--- src/rtl/ktne_countdown_ctrl_pkg.sv ---
// rtl/ktne_countdown_ctrl_pkg.sv - shared types and BCD helper for the countdown controller
package ktne_pkg;

  typedef enum logic [2:0] {
    IDLE     = 3'd0,
    RUNNING  = 3'd1,
    PAUSED   = 3'd2,
    EXPLODED = 3'd3,
    DEFUSED  = 3'd4
  } state_t;

  typedef logic [3:0] bcd_t;
  typedef logic [1:0] strike_t;

  typedef struct packed {
    bcd_t mins;
    bcd_t tens;
    bcd_t ones;
  } mmss_t;

  function automatic mmss_t to_bcd(input int secs);
    mmss_t r;
    r.mins = bcd_t'(secs / 60);
    r.tens = bcd_t'((secs % 60) / 10);
    r.ones = bcd_t'(secs % 10);
    return r;
  endfunction

endpackage

--- src/rtl/ktne_countdown_ctrl_if.sv ---
// rtl/ktne_countdown_ctrl_if.sv - game event inputs and display/status outputs of the countdown controller
interface ktne_countdown_ctrl_if;
  import ktne_pkg::*;

  logic    start;
  logic    pause;
  logic    strike;
  logic    defuse;
  bcd_t    min_bcd;
  bcd_t    sec_tens;
  bcd_t    sec_ones;
  strike_t strikes;
  state_t  state;
  logic    tick;
  logic    exploded;
  logic    defused;

  modport master (
    output start, pause, strike, defuse,
    input  min_bcd, sec_tens, sec_ones, strikes, state, tick, exploded, defused
  );

  modport slave (
    input  start, pause, strike, defuse,
    output min_bcd, sec_tens, sec_ones, strikes, state, tick, exploded, defused
  );

endinterface

--- src/rtl/bcd_mmss_down.sv ---
// rtl/bcd_mmss_down.sv - M:SS BCD down-counter with loadable value; minutes stop at zero
module bcd_mmss_down
  import ktne_pkg::*;
#(
  parameter int START_SECS = 300
) (
  input  logic  clk_i,
  input  logic  rst_i,
  input  logic  load_i,
  input  mmss_t load_val_i,
  input  logic  dec_i,
  output bcd_t  min_o,
  output bcd_t  tens_o,
  output bcd_t  ones_o,
  output logic  zero_o
);

  mmss_t cnt_q, cnt_d;

  assign zero_o = (cnt_q == '0);

  always_comb begin
    cnt_d = cnt_q;
    if (load_i) begin
      cnt_d = load_val_i;
    end else if (dec_i && !zero_o) begin
      // zero_o guards the borrow into minutes, so minutes can never underflow
      if (cnt_q.ones != 4'd0) begin
        cnt_d.ones = cnt_q.ones - 4'd1;
      end else begin
        cnt_d.ones = 4'd9;
        if (cnt_q.tens != 4'd0) begin
          cnt_d.tens = cnt_q.tens - 4'd1;
        end else begin
          cnt_d.tens = 4'd5;
          cnt_d.mins = cnt_q.mins - 4'd1;
        end
      end
    end
  end

  always_ff @(posedge clk_i or posedge rst_i) begin
    if (rst_i) cnt_q <= to_bcd(START_SECS);
    else       cnt_q <= cnt_d;
  end

  assign min_o  = cnt_q.mins;
  assign tens_o = cnt_q.tens;
  assign ones_o = cnt_q.ones;

endmodule

--- src/rtl/ktne_countdown_ctrl.sv ---
// rtl/ktne_countdown_ctrl.sv - bomb countdown sequencer: seconds prescaler, game FSM, strike speed-up
module ktne_countdown_ctrl
  import ktne_pkg::*;
#(
  parameter int CLK_HZ      = 50_000_000,
  parameter int START_SECS  = 300,
  parameter int MAX_STRIKES = 3
) (
  input logic                  CLOCK_50,
  input logic                  reset,
  ktne_countdown_ctrl_if.slave bus
);

  localparam int      PW        = (CLK_HZ > 2) ? $clog2(CLK_HZ) : 1;
  localparam int      LIM1      = CLK_HZ * 3 / 4;
  localparam int      LIM2      = CLK_HZ / 2;
  localparam int      TOP0      = (CLK_HZ > 1) ? CLK_HZ - 1 : 0;
  localparam int      TOP1      = (LIM1 > 1) ? LIM1 - 1 : 0;
  localparam int      TOP2      = (LIM2 > 1) ? LIM2 - 1 : 0;
  localparam strike_t MAX_S     = strike_t'(MAX_STRIKES);
  localparam mmss_t   START_BCD = to_bcd(START_SECS);

  state_t         state_q;
  logic [PW-1:0]  presc_q;
  logic [PW-1:0]  presc_top;
  strike_t        strikes_q;
  strike_t        strikes_inc;
  logic           tick_q, exploded_q, defused_q;
  logic           wrap, last_sec, dec_en, zero;
  bcd_t           mins, tens, ones;

  always_comb begin
    case (strikes_q)
      2'd0:    presc_top = PW'(TOP0);
      2'd1:    presc_top = PW'(TOP1);
      default: presc_top = PW'(TOP2);
    endcase
  end

  assign wrap        = (presc_q == presc_top);
  assign last_sec    = (mins == 4'd0) && (tens == 4'd0) && (ones == 4'd1);
  assign strikes_inc = (strikes_q == MAX_S) ? strikes_q : strikes_q + 2'd1;
  // Higher-priority events in the same cycle swallow the decrement
  assign dec_en      = (state_q == RUNNING) && !bus.defuse && !bus.strike && !bus.pause
                       && wrap && !zero;

  bcd_mmss_down #(.START_SECS(START_SECS)) u_digits (
    .clk_i      (CLOCK_50),
    .rst_i      (reset),
    .load_i     (state_q == IDLE),
    .load_val_i (START_BCD),
    .dec_i      (dec_en),
    .min_o      (mins),
    .tens_o     (tens),
    .ones_o     (ones),
    .zero_o     (zero)
  );

  always_ff @(posedge CLOCK_50 or posedge reset) begin
    if (reset) begin
      state_q    <= IDLE;
      presc_q    <= '0;
      strikes_q  <= '0;
      tick_q     <= 1'b0;
      exploded_q <= 1'b0;
      defused_q  <= 1'b0;
    end else begin
      tick_q <= 1'b0;
      case (state_q)
        IDLE: begin
          if (bus.start) begin
            state_q <= RUNNING;
            presc_q <= '0;
          end
        end
        RUNNING: begin
          if (bus.defuse) begin
            state_q   <= DEFUSED;
            defused_q <= 1'b1;
          end else if (bus.strike) begin
            strikes_q <= strikes_inc;
            presc_q   <= '0;
            if (strikes_inc == MAX_S) begin
              state_q    <= EXPLODED;
              exploded_q <= 1'b1;
            end
          end else if (bus.pause) begin
            state_q <= PAUSED;
          end else if (wrap) begin
            presc_q <= '0;
            tick_q  <= !zero;
            if (last_sec || zero) begin
              state_q    <= EXPLODED;
              exploded_q <= 1'b1;
            end
          end else begin
            presc_q <= presc_q + 1'b1;
          end
        end
        PAUSED: begin
          if (bus.pause || bus.start) state_q <= RUNNING;
        end
        default: ;
      endcase
    end
  end

  assign bus.state    = state_q;
  assign bus.strikes  = strikes_q;
  assign bus.tick     = tick_q;
  assign bus.exploded = exploded_q;
  assign bus.defused  = defused_q;
  assign bus.min_bcd  = mins;
  assign bus.sec_tens = tens;
  assign bus.sec_ones = ones;

endmodule

--- src/flat_wrapper.sv ---
// flat-port wrapper written by rule: the top's interface ports become plain ports
module ktne_countdown_ctrl_flat import ktne_pkg::*;
#(
  parameter int CLK_HZ      = 50_000_000,
  parameter int START_SECS  = 300,
  parameter int MAX_STRIKES = 3
)
  (CLOCK_50, reset, bus_start, bus_pause, bus_strike, bus_defuse, bus_min_bcd, bus_sec_tens, bus_sec_ones, bus_strikes, bus_state, bus_tick, bus_exploded, bus_defused);
  ktne_countdown_ctrl_if bus_i ();
  input logic CLOCK_50;
  input logic reset;
  input wire logic [$bits(bus_i.start)-1:0] bus_start;
  input wire logic [$bits(bus_i.pause)-1:0] bus_pause;
  input wire logic [$bits(bus_i.strike)-1:0] bus_strike;
  input wire logic [$bits(bus_i.defuse)-1:0] bus_defuse;
  output wire logic [$bits(bus_i.min_bcd)-1:0] bus_min_bcd;
  output wire logic [$bits(bus_i.sec_tens)-1:0] bus_sec_tens;
  output wire logic [$bits(bus_i.sec_ones)-1:0] bus_sec_ones;
  output wire logic [$bits(bus_i.strikes)-1:0] bus_strikes;
  output wire logic [$bits(bus_i.state)-1:0] bus_state;
  output wire logic [$bits(bus_i.tick)-1:0] bus_tick;
  output wire logic [$bits(bus_i.exploded)-1:0] bus_exploded;
  output wire logic [$bits(bus_i.defused)-1:0] bus_defused;
  assign bus_i.start = bus_start;
  assign bus_i.pause = bus_pause;
  assign bus_i.strike = bus_strike;
  assign bus_i.defuse = bus_defuse;
  assign bus_min_bcd = bus_i.min_bcd;
  assign bus_sec_tens = bus_i.sec_tens;
  assign bus_sec_ones = bus_i.sec_ones;
  assign bus_strikes = bus_i.strikes;
  assign bus_state = bus_i.state;
  assign bus_tick = bus_i.tick;
  assign bus_exploded = bus_i.exploded;
  assign bus_defused = bus_i.defused;
  ktne_countdown_ctrl #(.CLK_HZ(CLK_HZ), .START_SECS(START_SECS), .MAX_STRIKES(MAX_STRIKES)) u_core (.CLOCK_50(CLOCK_50), .reset(reset), .bus(bus_i));
endmodule
--- config.mk ---
export PLATFORM = sky130hd
export DESIGN_NAME = ktne_countdown_ctrl_flat
export DESIGN_NICKNAME = d
export VERILOG_FILES = /design/src/rtl/ktne_countdown_ctrl_pkg.sv /design/src/rtl/ktne_countdown_ctrl_if.sv /design/src/rtl/bcd_mmss_down.sv /design/src/rtl/ktne_countdown_ctrl.sv /design/src/flat_wrapper.sv
export SDC_FILE = /design/constraint.sdc
export NUM_CORES = 1
export LEC_CHECK = 0
export ABC_AREA = 1
export BUFFER_PORTS_ARGS = -buffer_cell sky130_fd_sc_hd__buf_2
export CAP_MARGIN = 20
export CORE_ASPECT_RATIO = 0.6
export CORE_MARGIN = 1
export CORE_UTILIZATION = 60
export CTS_CLUSTER_DIAMETER = 200
export DETAILED_ROUTE_END_ITERATION = 8
export PLACE_DENSITY = 0.8
export SKIP_LAST_GASP = 1
export SYNTH_ARGS = -nofsm -noshare
export SYNTH_HDL_FRONTEND = slang
export SYNTH_SLANG_ARGS = --single-unit
--- constraint.sdc ---
create_clock -name CLOCK_50 -period 4.7 [get_ports CLOCK_50]
set_input_delay 0.47 -clock CLOCK_50 [delete_from_list [all_inputs] [get_ports CLOCK_50]]
set_output_delay 0.47 -clock CLOCK_50 [all_outputs]
set_load 0.01 [all_outputs]
==> metrics.md, run 1 <==
| Metric | Value |
|---|---|
| Status | `complete, no violations` |
| Fmax | `415 MHz` |
| Synth Warn # | `0` |
| Post-CTS resize count | `0` |
| Final ANT Viol Nets | `0` |
| Placed Cells | `547` |
| IO Pins | `26` |
| Final setup fails | `0` |
| First DRT Iteration DRCs | `329` |
| Final HPWL DP | `6240 µm` |
| M1 WL | `4170 µm` |
| Max-cap violations | `0` |
| Period minus WS final | `2410 ps` |
| Required time worst endpoint | `4910 ps` |
| Die X | `95.7 µm` |
| Clk_lat worst skew | `320 ps` |
| DR WL met3 | `1010 µm` |
| Worst Tran Pin Value | `605 ps` |
| Routed WL | `8490 µm` |
| Yosys reg bits | `46` |
| Initial antenna violation count | `0` |
| Internal power | `0.574 mW` |
| Fin Setup TNS | `0 ps` |
| Routed wire per std cell | `15.3 µm` |
| Cell variety after synth | `35` |
| Switching pwr | `0.159 mW` |
| Placer Congestion | `1.01` |
| Residual DRC | `0` |
| Final clock skew | `11.8 ps` |
| CTS root buffer | `clkbuf_8` |
| IO Port Bufs | `25` |
| Synth area leader | `dfrtp_1` |
| Post-CTS setup buffer count | `0` |
| Syn nets | `478` |
| Kind of critical path | `reg -> reg` |
| Row count | `20` |
| Layout area overhead | `8.36%` |
| Leakage | `1.60 nW` |
| Post-synth top flop | `dfrtp_1` |
| Final hold violation count | `0` |
| Layout cells sized above 1 | `11.6%` |
| Fillcell total | `460` |
| Post-synth ARST share | `100%` |
| H-tree depth | `2` |
| Antenna cells | `0` |
| Clock-pin slew on the worst setup and hold paths | `100 ps` |
| DR pass1 iterations | `5` |
| Synth top area cells | `dfrtp_1 (35%), nand2_1 (16%), nor2_1 (6.9%), inv_1 (6.8%), nand3_1 (6.2%)` |
| Slew HR | `59.6%` |
| Post-Syn Instances | `466` |
| Worst Path Max Fanout | `12` |
| Die Height | `58.2 µm` |
| Final Non-Filler Cells | `556` |
| TritonCTS Buffers | `5` |
| Vias in the first global route | `2,671` |
| Reg area | `0.00115 mm²` |
| Pwr Density | `214 mW/mm²` |
| CTS tree | `yes` |
| Syn_area_per_cell | `6.78 µm²` |
| Post-Syn Area | `0.00316 mm²` |
| Fin crit share | `51.3%` |
| Vias per cell | `5.76` |
| Sequential Power Share | `54.1%` |
| Combinational power share | `2.4%` |
| Synth cell count leaders | `nand2_1 (131), nor2_1 (58), inv_1 (57)` |
| Most common cell in the synthesized netlist | `nand2_1` |
| Floorplan core area | `0.00505 mm²` |
| Clk buf depth | `2` |
| HP Class | `in -> async` |
| CTS Hold Bufs | `0` |
| Largest net degree at the start of global routing | `47` |
| Area share of the largest cell type after synthesis | `34.9%` |
| Area of the multi-input gates | `0.00170 mm²` |
| Max Slew Vio Count | `0` |
| Sequential area share after synthesis | `36.5%` |
| Layout net count | `501` |
| RSZ-0062 raised after global routing | `false` |
| CP Capture Type | `register` |
| Switching Share | `21.7%` |
| GRT Util Overall | `32.3%` |
| DR vias | `3,202` |
| Clock share of power | `43.5%` |
| Sink Count | `46` |
| Max Used Layer | `met4` |
| First-pass GRT wire length | `13,400 µm` |
| GRT overflow | `0` |
| Critical path startpoint category | `register` |
| Initial core utilization | `62.5%` |
| Max VDD drop | `0.139 mV` |
| EDFF count, synth | `0` |
| WL met2 | `3240 µm` |
| Arrival @ worst endpoint | `2620 ps` |
| Die Area | `0.00557 mm²` |
-- power by group through the flow --
stage               combinational [mW]  clock, mW  sequential, mW
detailed placement              0.0160          0           0.404
finish                          0.0178      0.319           0.396
floorplan                      0.00873          0           0.404
global route                    0.0203      0.328           0.396
CTS                             0.0161      0.316           0.396
global placement                0.0156          0           0.404
-- stage by stage --
stage	instance area [µm²]	worst slack [ps]	hold slack (ps)	utilization, %	total power, mW
2_1_floorplan	3160	3000	473	-	0.413
3_3_place_gp	3290	2390	448	65.0	0.420
3_5_place_dp	3290	2360	449	65.0	0.420
4_1_cts	3400	2340	430	67.3	0.728
5_1_grt	3420	2150	82.9	67.7	0.745
6_report	3420	2290	70.3	67.7	0.733
-- cells by family after synthesis --
kind of cell | Yosys count | synth area share, %
and+or+nand+nor | 269 | 37.1
buffers and inverters | 70 | 9.66
adders and majority gates | 6 | 2.38
xor gates and xnor gates | 13 | 3.60
DFF | 46 | 36.5
AOI/OAI and AO/OA | 62 | 10.8
-- sequential cells by signal (all words and copies together), names as in the netlist --
register                cells
u_core.presc_q             26
u_core.bus.state            3
u_core.bus.defused          1
u_core.bus.exploded         1
u_core.bus.tick             1
u_core.u_digits.ones_o      4
u_core.bus.strikes          2
u_core.u_digits.tens_o      4
u_core.u_digits.min_o       4
-- critical path, cell delays in order (launching register included) --
cell,delay (ps)
dfrtp_1,530
inv_1,360
nand2_1,190
nand2_1,110
a21boi_0,180
nand2_1,80
nor2_1,80
nand2_1,120
nand2_1,370
nand2_1,140
nand2_1,90
nand2_1,50
-- routing by layer --
layer | GRT usage, % | up-vias
met5 | 0 | -
met4 | 7.68 | 0
met3 | 9.32 | 8
met2 | 39.8 | 180
met1 | 53.3 | 1474
li1 | - | 1540
-- final cells by class --
| type | instances | area share (%) |
|---|---|---|
| multi-input combinational | 350 | 49.7 |
| sequential | 46 | 33.7 |
| inverter | 60 | 6.58 |
| timing repair buffer | 26 | 4.24 |
| clock buffer | 7 | 2.52 |
| tap | 66 | 2.41 |
| clock inverter | 1 | 0.877 |
-- path summary, 6_finish.rpt --
| check | from | to | slack (ps) | cells after the start |
|---|---|---|---|---|
| min in group CLOCK_50 | bus_defuse | u_core.bus.defused | 460 | 3 |
| min reg2reg | u_core.bus.defused | u_core.bus.defused | 470 | 2 |
| max reg2reg | u_core.bus.strikes[1] | u_core.bus.state[0] | 2290 | 11 |
| max in group asynchronous | reset | u_core.u_digits.min_o[0] | 4090 | 3 |
| min | reset | u_core.presc_q[25] | 70 | 2 |
| max | u_core.bus.strikes[1] | u_core.bus.state[0] | 2290 | 11 |
-- layout by cell type, fill, tap and decap left out, types with 2 or more instances in the layout --
cell type,n
nand2_1,131
nor2_1,58
inv_1,56
dfrtp_1,44
nand3_1,39
buf_2,25
a21oi_1,24
o21ai_0,21
nor3_1,13
xor2_1,12
nand4_1,10
o22ai_1,7
ha_1,6
clkbuf_8,6
nor2_2,4
nand2_2,4
inv_2,4
nand3_2,3
o21bai_1,3
o21ai_1,2
or2_2,2
dfstp_2,2
No activity file was read; power rests on OpenSTA's default activity.
==> run 2: changes to the inputs <==
- CORE_UTILIZATION: 60 -> 54
- PLACE_DENSITY: 0.8 -> 0.76
- clock period: 4.7 -> 1.9 ns (I/O delays scaled with it)
==> run 2 against run 1 <==
Net effect:
- global-route usage fell by 2.1 points
- worst hold slack improved by 93 ps
- non-clock buffer count rose by 28
- sequential cell count did not move
- register-to-register slack got worse by 2200 ps
- critical path depth did not move
- count of clock-buffer cells in the layout decreased by 2
- sequential share of layout area is 2.5 points lower
- clock skew shrank 7.7 ps
- largest cell class unchanged
==> metrics.md, run 2 (same netlist as run 1, synthesis figures left out) <==
| Metric | Value |
|---|---|
| Status | `complete, no violations` |
| Post-layout instance area | `0.00370 mm² (+8.2%)` |
| Crit-path cells | `inv_1 -> buf_4 -> nor2_1 -> nor2_1 -> nand2_1 -> nor2_1 -> nand3_4 -> nand2_4 -> nand2_1 -> nand2_1 -> nand2_1` |
| DR pass1 iterations | `7 (+2)` |
| Final ANT Viol Nets | `0 (unchanged)` |
| Final core utilization | `66.2% (-1.5 points)` |
| Sink Count | `46 (unchanged)` |
| IO Pins | `26 (unchanged)` |
| Most frequent cells in the layout | `nand2_1 (130), inv_1 (55), nor2_1 (52)` |
| Period minus WS final | `1820 ps (-591 ps)` |
| Die Area | `0.00617 mm² (+11%)` |
| Reg2reg path depth | `11 (unchanged)` |
| Switching pwr | `0.412 mW (+160%)` |
| Clk_lat worst skew | `310 ps (about the same)` |
| Internal power | `1.39 mW (+140%)` |
| Floorplan core area | `0.00560 mm² (+11%)` |
| Largest register FFs | `26 (unchanged)` |
| Fin crit share | `95.8% (+44 points)` |
| Placer Congestion | `0.968 (-3.9%)` |
| First DRT Iteration DRCs | `280 (-15%)` |
| Post-DP Area | `0.00348 mm² (+6.0%)` |
| Combinational power share | `2.5% (about the same)` |
| Most common cell after layout, fill and taps aside | `nand2_1` |
| Routed wire per std cell | `15.0 µm (-1.6%)` |
| CTS root buffer | `clkbuf_8` |
| Hold Crit Depth | `3` |
| RSZ-0062 raised after global routing | `true` |
| Die Height | `61.3 µm (+5.2%)` |
| H-tree depth | `2 (unchanged)` |
| Required time worst endpoint | `2110 ps (-2800 ps)` |
| Fmax | `550 MHz (+32%)` |
| Layout net count | `530 (+5.8%)` |
| Residual DRC | `0 (unchanged)` |
| Setup WS post-layout | `80.2 ps (-2210 ps)` |
| Hold Path End | `u_core.bus.defused` |
| Routed WL | `9000 µm (+6.0%)` |
| Initial antenna violation count | `0 (unchanged)` |
| Reg-to-Reg Start | `u_core.bus.strikes[1]` |
| Layout area overhead | `17.2%` |
| Slew HR | `73.1% (+13 points)` |
| Clk buf depth | `2 (unchanged)` |
| Max VDD drop | `0.314 mV (+130%)` |
| Initial core utilization | `56.4% (-6.1 points)` |
| Clock share of power | `43.0% (-0.5 points)` |
| HP Class | `in -> reg` |
| Vias per cell | `5.56 (-3.4%)` |
| Flop-to-flop setup slack | `80 ps (-2210 ps)` |
| Crit path largest cell delay | `390 ps (-140 ps)` |
| DR vias | `3,333 (+4.1%)` |
| Final hold violation count | `0 (unchanged)` |
| Switching Share | `22.9% (+1.3 points)` |
| Critical path startpoint category | `register` |
| Largest Register | `u_core.presc_q` |
| Hold Path Origin | `bus_defuse` |
| Arrival @ worst endpoint | `2030 ps (-590 ps)` |
| Top cell by count, worst path | `nand2_1` |
| Final HPWL DP | `6740 µm (+8.0%)` |
| Row count | `21 (+5.0%)` |
| IO Port Bufs | `25 (unchanged)` |
| Max Slew Vio Count | `0 (unchanged)` |
| Leakage | `1.74 nW (+9.0%)` |
| Total power draw | `1.80 mW (+150%)` |
| Layout cells sized above 1 | `18.9% (+7.2 points)` |
| Worst Path Max Fanout | `9 (-3)` |
| First-pass GRT wire length | `14,000 µm (+4.2%)` |
| Sequential Power Share | `54.6% (+0.5 points)` |
| TritonCTS Buffers | `5 (unchanged)` |
| CTS tree | `yes` |
| Fillcell total | `497 (+8.0%)` |
| CP Capture Type | `register` |
| Final clock skew | `4.11 ps (-7.65 ps)` |
| Pwr Density | `486 mW/mm² (+130%)` |
| Vias in the first global route | `2,789 (+4.4%)` |
| Clock-pin slew on the worst setup and hold paths | `90 ps (about the same)` |
| Worst r2r dst | `u_core.u_digits.tens_o[2]` |
| Die X | `101 µm (+5.3%)` |
| Worst Tran Pin Value | `401 ps (-204 ps)` |
| Kind of critical path | `reg -> reg` |
| CP max stage cell | `dfrtp_1` |
| GRT overflow | `0 (unchanged)` |
| DP Worst Slack | `67.4 ps (-2290 ps)` |
| Final setup fails | `0 (unchanged)` |
| Max-cap violations | `0 (unchanged)` |
| Antenna cells | `0 (unchanged)` |
| GRT Util Overall | `30.2% (-2.1 points)` |
| Largest net degree at the start of global routing | `24 (-49%)` |
[run 2: cell count changes in the layout (fill, tap and decap cells not counted), moves of 2 or more]
| cell | change |
|---|---|
| buf_4 | +28 |
| nand2_2 | +2 |
| nand3_4 | +2 |
| nor2_1 | -6 |
| nor2_2 | +4 |
| nor2_4 | +2 |
| o21ai_0 | -2 |
| o21ai_1 | +2 |
[run 2: per-stage QoR]
stage / cells / hold WS (ps) / setup TNS [ps]
floorplan: 466 / 318 / 0
global placement: 585 / 127 / 0
detailed placement: 585 / 136 / 0
CTS: 594 / 161 / 0
global route: 599 / 201 / -105
finish: 599 / 163 / 0
[run 2: what timing repair did]
| action | 4_1_cts | 5_1_grt |
|---|---|---|
| resized for setup | 0 | 20 |
| endpoints found under the hold margin | 9 | 0 |
| endpoints found under the setup margin | 0 | 31 |
| hold buffers | 1 | 0 |
| buffers inserted | 0 | 4 |
[run 2: critical path: cells and delay by family, from the launching register on]
kind                   cells  cell delay (ps)
and+or+nand+nor            9             1070
buffers and inverters      2              250
DFF                        1              390
[run 2: per-layer routing]
metal / up-vias / track usage, % / routed length [µm]
li1: 1598 / - / -
met1: 1530 / 49.2 / 4410
met2: 191 / 39.5 / 3500
met3: 14 / 6.47 / 990
met4: 0 / 6.63 / 106
met5: - / 0 / 0
[run 2: power groups by stage]
stage / Combinational, mW / Clock (mW) / Sequential [mW]
after detailed placement: 0.0436 / 0 / 1.00
after global placement: 0.0426 / 0 / 1.00
final: 0.0447 / 0.772 / 0.981
after floorplan: 0.0216 / 0 / 1.00
after global routing: 0.0514 / 0.824 / 0.981
after CTS: 0.0455 / 0.774 / 0.981
[run 2: cell type report]
| class | instances | area [µm²] | area share (%) |
|---|---|---|---|
| clock inverter | 3 | 43.8 | 1.18 |
| inverter | 60 | 228 | 6.15 |
| timing repair buffer | 54 | 345 | 9.32 |
| clock buffer | 5 | 68.8 | 1.86 |
| sequential | 46 | 1150 | 31.2 |
| tap | 80 | 100 | 2.70 |
| multi-input combinational | 351 | 1760 | 47.6 |
[run 2: how the worst max path moves through the flow]
stage / start / to / depth (start not counted)
3_3_place_gp: u_core.u_digits.min_o[0] / u_core.u_digits.tens_o[1] / 10
3_5_place_dp: u_core.u_digits.min_o[0] / u_core.u_digits.tens_o[1] / 10
5_1_grt: u_core.bus.strikes[1] / u_core.u_digits.tens_o[2] / 11
4_1_cts: u_core.u_digits.min_o[0] / u_core.u_digits.tens_o[1] / 10
6_report: u_core.bus.strikes[1] / u_core.u_digits.tens_o[2] / 11
2_1_floorplan: u_core.u_digits.ones_o[0] / u_core.u_digits.min_o[1] / 9
==> run 3: changes to the inputs <==
- SETUP_SLACK_MARGIN: default -> 0.3
- TNS_END_PERCENT: default -> 1
==> run 3 against run 2 <==
Net effect:
- final cell count decreased by 0.50%
- routed wire length rose by 3.5%
- sequential power is essentially flat
- total power up 0.76%
- setup slack better by 12 ps
==> metrics.md, run 3 (same netlist as run 1, synthesis figures left out) <==
| Metric | Value |
|---|---|
| Largest net degree at the start of global routing | `25 (+4.2%)` |
| Residual DRC | `0 (unchanged)` |
| First-pass GRT wire length | `13,600 µm (-2.5%)` |
| Total power draw | `1.81 mW (+0.76%)` |
| Max-cap violations | `0 (unchanged)` |
| Die Area | `0.00617 mm² (unchanged)` |
| Final hold violation count | `0 (unchanged)` |
| IO Port Bufs | `25 (unchanged)` |
| Top cell by count, worst path | `nand2_1` |
| Layout net count | `527 (-0.57%)` |
| Vias per cell | `5.61 (+0.74%)` |
| Vias in the first global route | `2,694 (-3.4%)` |
| Internal power | `1.42 mW (+2.5%)` |
| Placer Congestion | `1.00 (+3.4%)` |
| Clock-pin slew on the worst setup and hold paths | `90 ps (about the same)` |
| DR vias | `3,341 (+0.24%)` |
| CP Depth | `7 (-4)` |
| CP startpoint | `u_core.presc_q[9]` |
| Worst Path Max Fanout | `5 (-4)` |
| Layout cells sized above 1 | `21.3% (+2.4 points)` |
| Hold Crit Depth | `3 (unchanged)` |
| Crit-path cells | `nand2_1 -> nor3_1 -> nand3_1 -> nor2_4 -> nand2_1 -> xor2_1 -> a21oi_1` |
| Status | `complete, no violations` |
| TritonCTS Buffers | `5 (unchanged)` |
| CP delay by family, top | `simple AND/OR/NAND/NOR gates` |
| Arrival @ worst endpoint | `2040 ps (about the same)` |
| Switching Share | `21.6% (-1.3 points)` |
| IO Pins | `26 (unchanged)` |
| Period minus WS final | `1810 ps (-11.9 ps)` |
| Largest Register | `u_core.presc_q` |
| RSZ-0062 raised after global routing | `true` |
| Row count | `21 (unchanged)` |
| Area of the multi-input gates | `0.00185 mm² (+4.8%)` |
| Max VDD drop | `0.275 mV (-12%)` |
| Switching pwr | `0.391 mW (-5.1%)` |
| Final ANT Viol Nets | `0 (unchanged)` |
| Final clock skew | `8.23 ps (+4.12 ps)` |
| Die Height | `61.3 µm (unchanged)` |
| Worst Tran Pin Value | `382 ps (-19.4 ps)` |
| Reg area | `0.00115 mm² (unchanged)` |
| Critical path startpoint category | `register` |
| Buf/Inv on CP | `0 (-2)` |
| First DRT Iteration DRCs | `292 (+4.3%)` |
| Antenna cells | `0 (unchanged)` |
| Global route hottest layer | `met1` |
| Most common cell after layout, fill and taps aside | `nand2_1` |
| Worst r2r dst | `u_core.presc_q[15]` |
| M1 GR Usage | `47.3% (-1.9 points)` |
| Most frequent cells in the layout | `nand2_1 (120), nor2_1 (53), inv_1 (50)` |
| Routed WL | `9310 µm (+3.5%)` |
| CP max stage cell | `dfrtp_1` |
| Fin crit share | `95.2% (-0.63 points)` |
| Layout area overhead | `19.7%` |
| Largest register FFs | `26 (unchanged)` |
| Kind of critical path | `reg -> reg` |
| Pwr Density | `479 mW/mm² (-1.3%)` |
| CTS root buffer | `clkbuf_8` |
| Fmax | `553 MHz (+0.66%)` |
| CP Capture Type | `register` |
| Met3 usage | `9.19% (+2.7 points)` |
| Floorplan core area | `0.00560 mm² (unchanged)` |
| DR pass1 iterations | `5 (-2)` |
| Initial core utilization | `56.4% (unchanged)` |
| GRT Util Overall | `29.7% (-0.58 points)` |
| Reg2reg path depth | `7 (-4)` |
| Combinational power share | `2.5% (about the same)` |
| Clk_lat worst skew | `300 ps (about the same)` |
| Max Slew Vio Count | `0 (unchanged)` |
| HP Class | `in -> reg` |
| Final core utilization | `67.6% (+1.4 points)` |
| Initial antenna violation count | `0 (unchanged)` |
| Fillcell total | `488 (-1.8%)` |
| Die X | `101 µm (unchanged)` |
| Sequential Power Share | `54.2% (-0.4 points)` |
| Flop-to-flop setup slack | `90 ps (about the same)` |
| Reg-to-Reg Start | `u_core.presc_q[9]` |
| Clock share of power | `43.3% (+0.3 points)` |
| Crit path largest cell delay | `480 ps (+90 ps)` |
| GRT overflow | `0 (unchanged)` |
| H-tree depth | `2 (unchanged)` |
| Final Non-Filler Cells | `596 (-0.50%)` |
| Routed wire per std cell | `15.6 µm (+4.0%)` |
| Sink Count | `46 (unchanged)` |
| Leakage | `1.73 nW (-0.55%)` |
| M2 GR Usage | `38.6% (-0.88 points)` |
| Required time worst endpoint | `2130 ps (+20 ps)` |
| CTS tree | `yes` |
| Clk buf depth | `2 (unchanged)` |
| Final setup fails | `0 (unchanged)` |
| Placed Cells | `577 (-1.4%)` |
| Final HPWL DP | `6690 µm (-0.85%)` |
| CP endpoint | `u_core.presc_q[15]` |
| Fin Setup TNS | `0 ps (unchanged)` |
| Slew HR | `74.4% (+1.3 points)` |
## run 3: cell types whose count changed in the layout (fill, tap and decap cells not counted), moves of 2 or more
| cell | before | now |
|---|---|---|
| buf_6 | 0 | 5 |
| nor2_2 | 8 | 6 |
| nand2_8 | 0 | 2 |
| inv_2 | 4 | 8 |
| o21ai_1 | 4 | 2 |
| ha_1 | 6 | 4 |
| nand2_1 | 130 | 120 |
| nand2_2 | 6 | 14 |
| ha_2 | 0 | 2 |
| buf_4 | 28 | 19 |
| inv_1 | 55 | 50 |
## run 3: worst min-delay path by stage
stage | slack (ps) | from | to
floorplan | 320 | bus_defuse | u_core.bus.defused
global placement | 110 | reset | u_core.u_digits.min_o[3]
detailed placement | 120 | reset | u_core.u_digits.min_o[3]
CTS | 180 | bus_defuse | u_core.bus.defused
global route | 230 | bus_defuse | u_core.bus.state[2]
finish | 210 | bus_defuse | u_core.bus.defused
## run 3: timing repair
item                                    4_1_cts  5_1_grt
buffers inserted                              5        3
endpoints found under the hold margin         7        0
cloned                                        1        1
gates resized for setup                      19       24
hold buffers                                  1        0
endpoints found under the setup margin       39       42
pin swaps                                     3        9
## run 3: per-stage QoR
stage	setup WS, ps	cell area [µm²]	hold slack, ps
global route	-16.0	3780	228
CTS	186	3660	180
global placement	120	3430	113
floorplan	301	3170	318
detailed placement	99.7	3430	116
finish	92.1	3780	206
## run 3: per-layer routing
| layer | up-vias | wire length (µm) | part of all wire (%) |
|---|---|---|---|
| met2 | 180 | 3720 | 40 |
| met4 | 0 | 75 | 0.81 |
| met3 | 12 | 1050 | 11 |
| met5 | - | 0 | 0 |
| li1 | 1606 | - | - |
| met1 | 1543 | 4460 | 48 |
## run 3: cell type report
type	instances	area share (%)
timing repair buffer	50	8.83
sequential	46	30.5
clock buffer	7	2.28
tap	80	2.65
clock inverter	1	0.794
inverter	60	6.09
multi-input combinational	352	48.8
## run 3: power by group through the flow
stage | Clock [mW] | Combinational, mW | Sequential, mW
2_1_floorplan | 0 | 0.0216 | 1.00
3_3_place_gp | 0 | 0.0425 | 1.00
3_5_place_dp | 0 | 0.0427 | 1.00
4_1_cts | 0.785 | 0.0453 | 0.981
5_1_grt | 0.829 | 0.0518 | 0.982
6_report | 0.784 | 0.0456 | 0.982
## run 3: tightest hold or removal path, stage by stage
cell,delay [ps]
buf_2,140
nand2_1,100
nand2_1,50
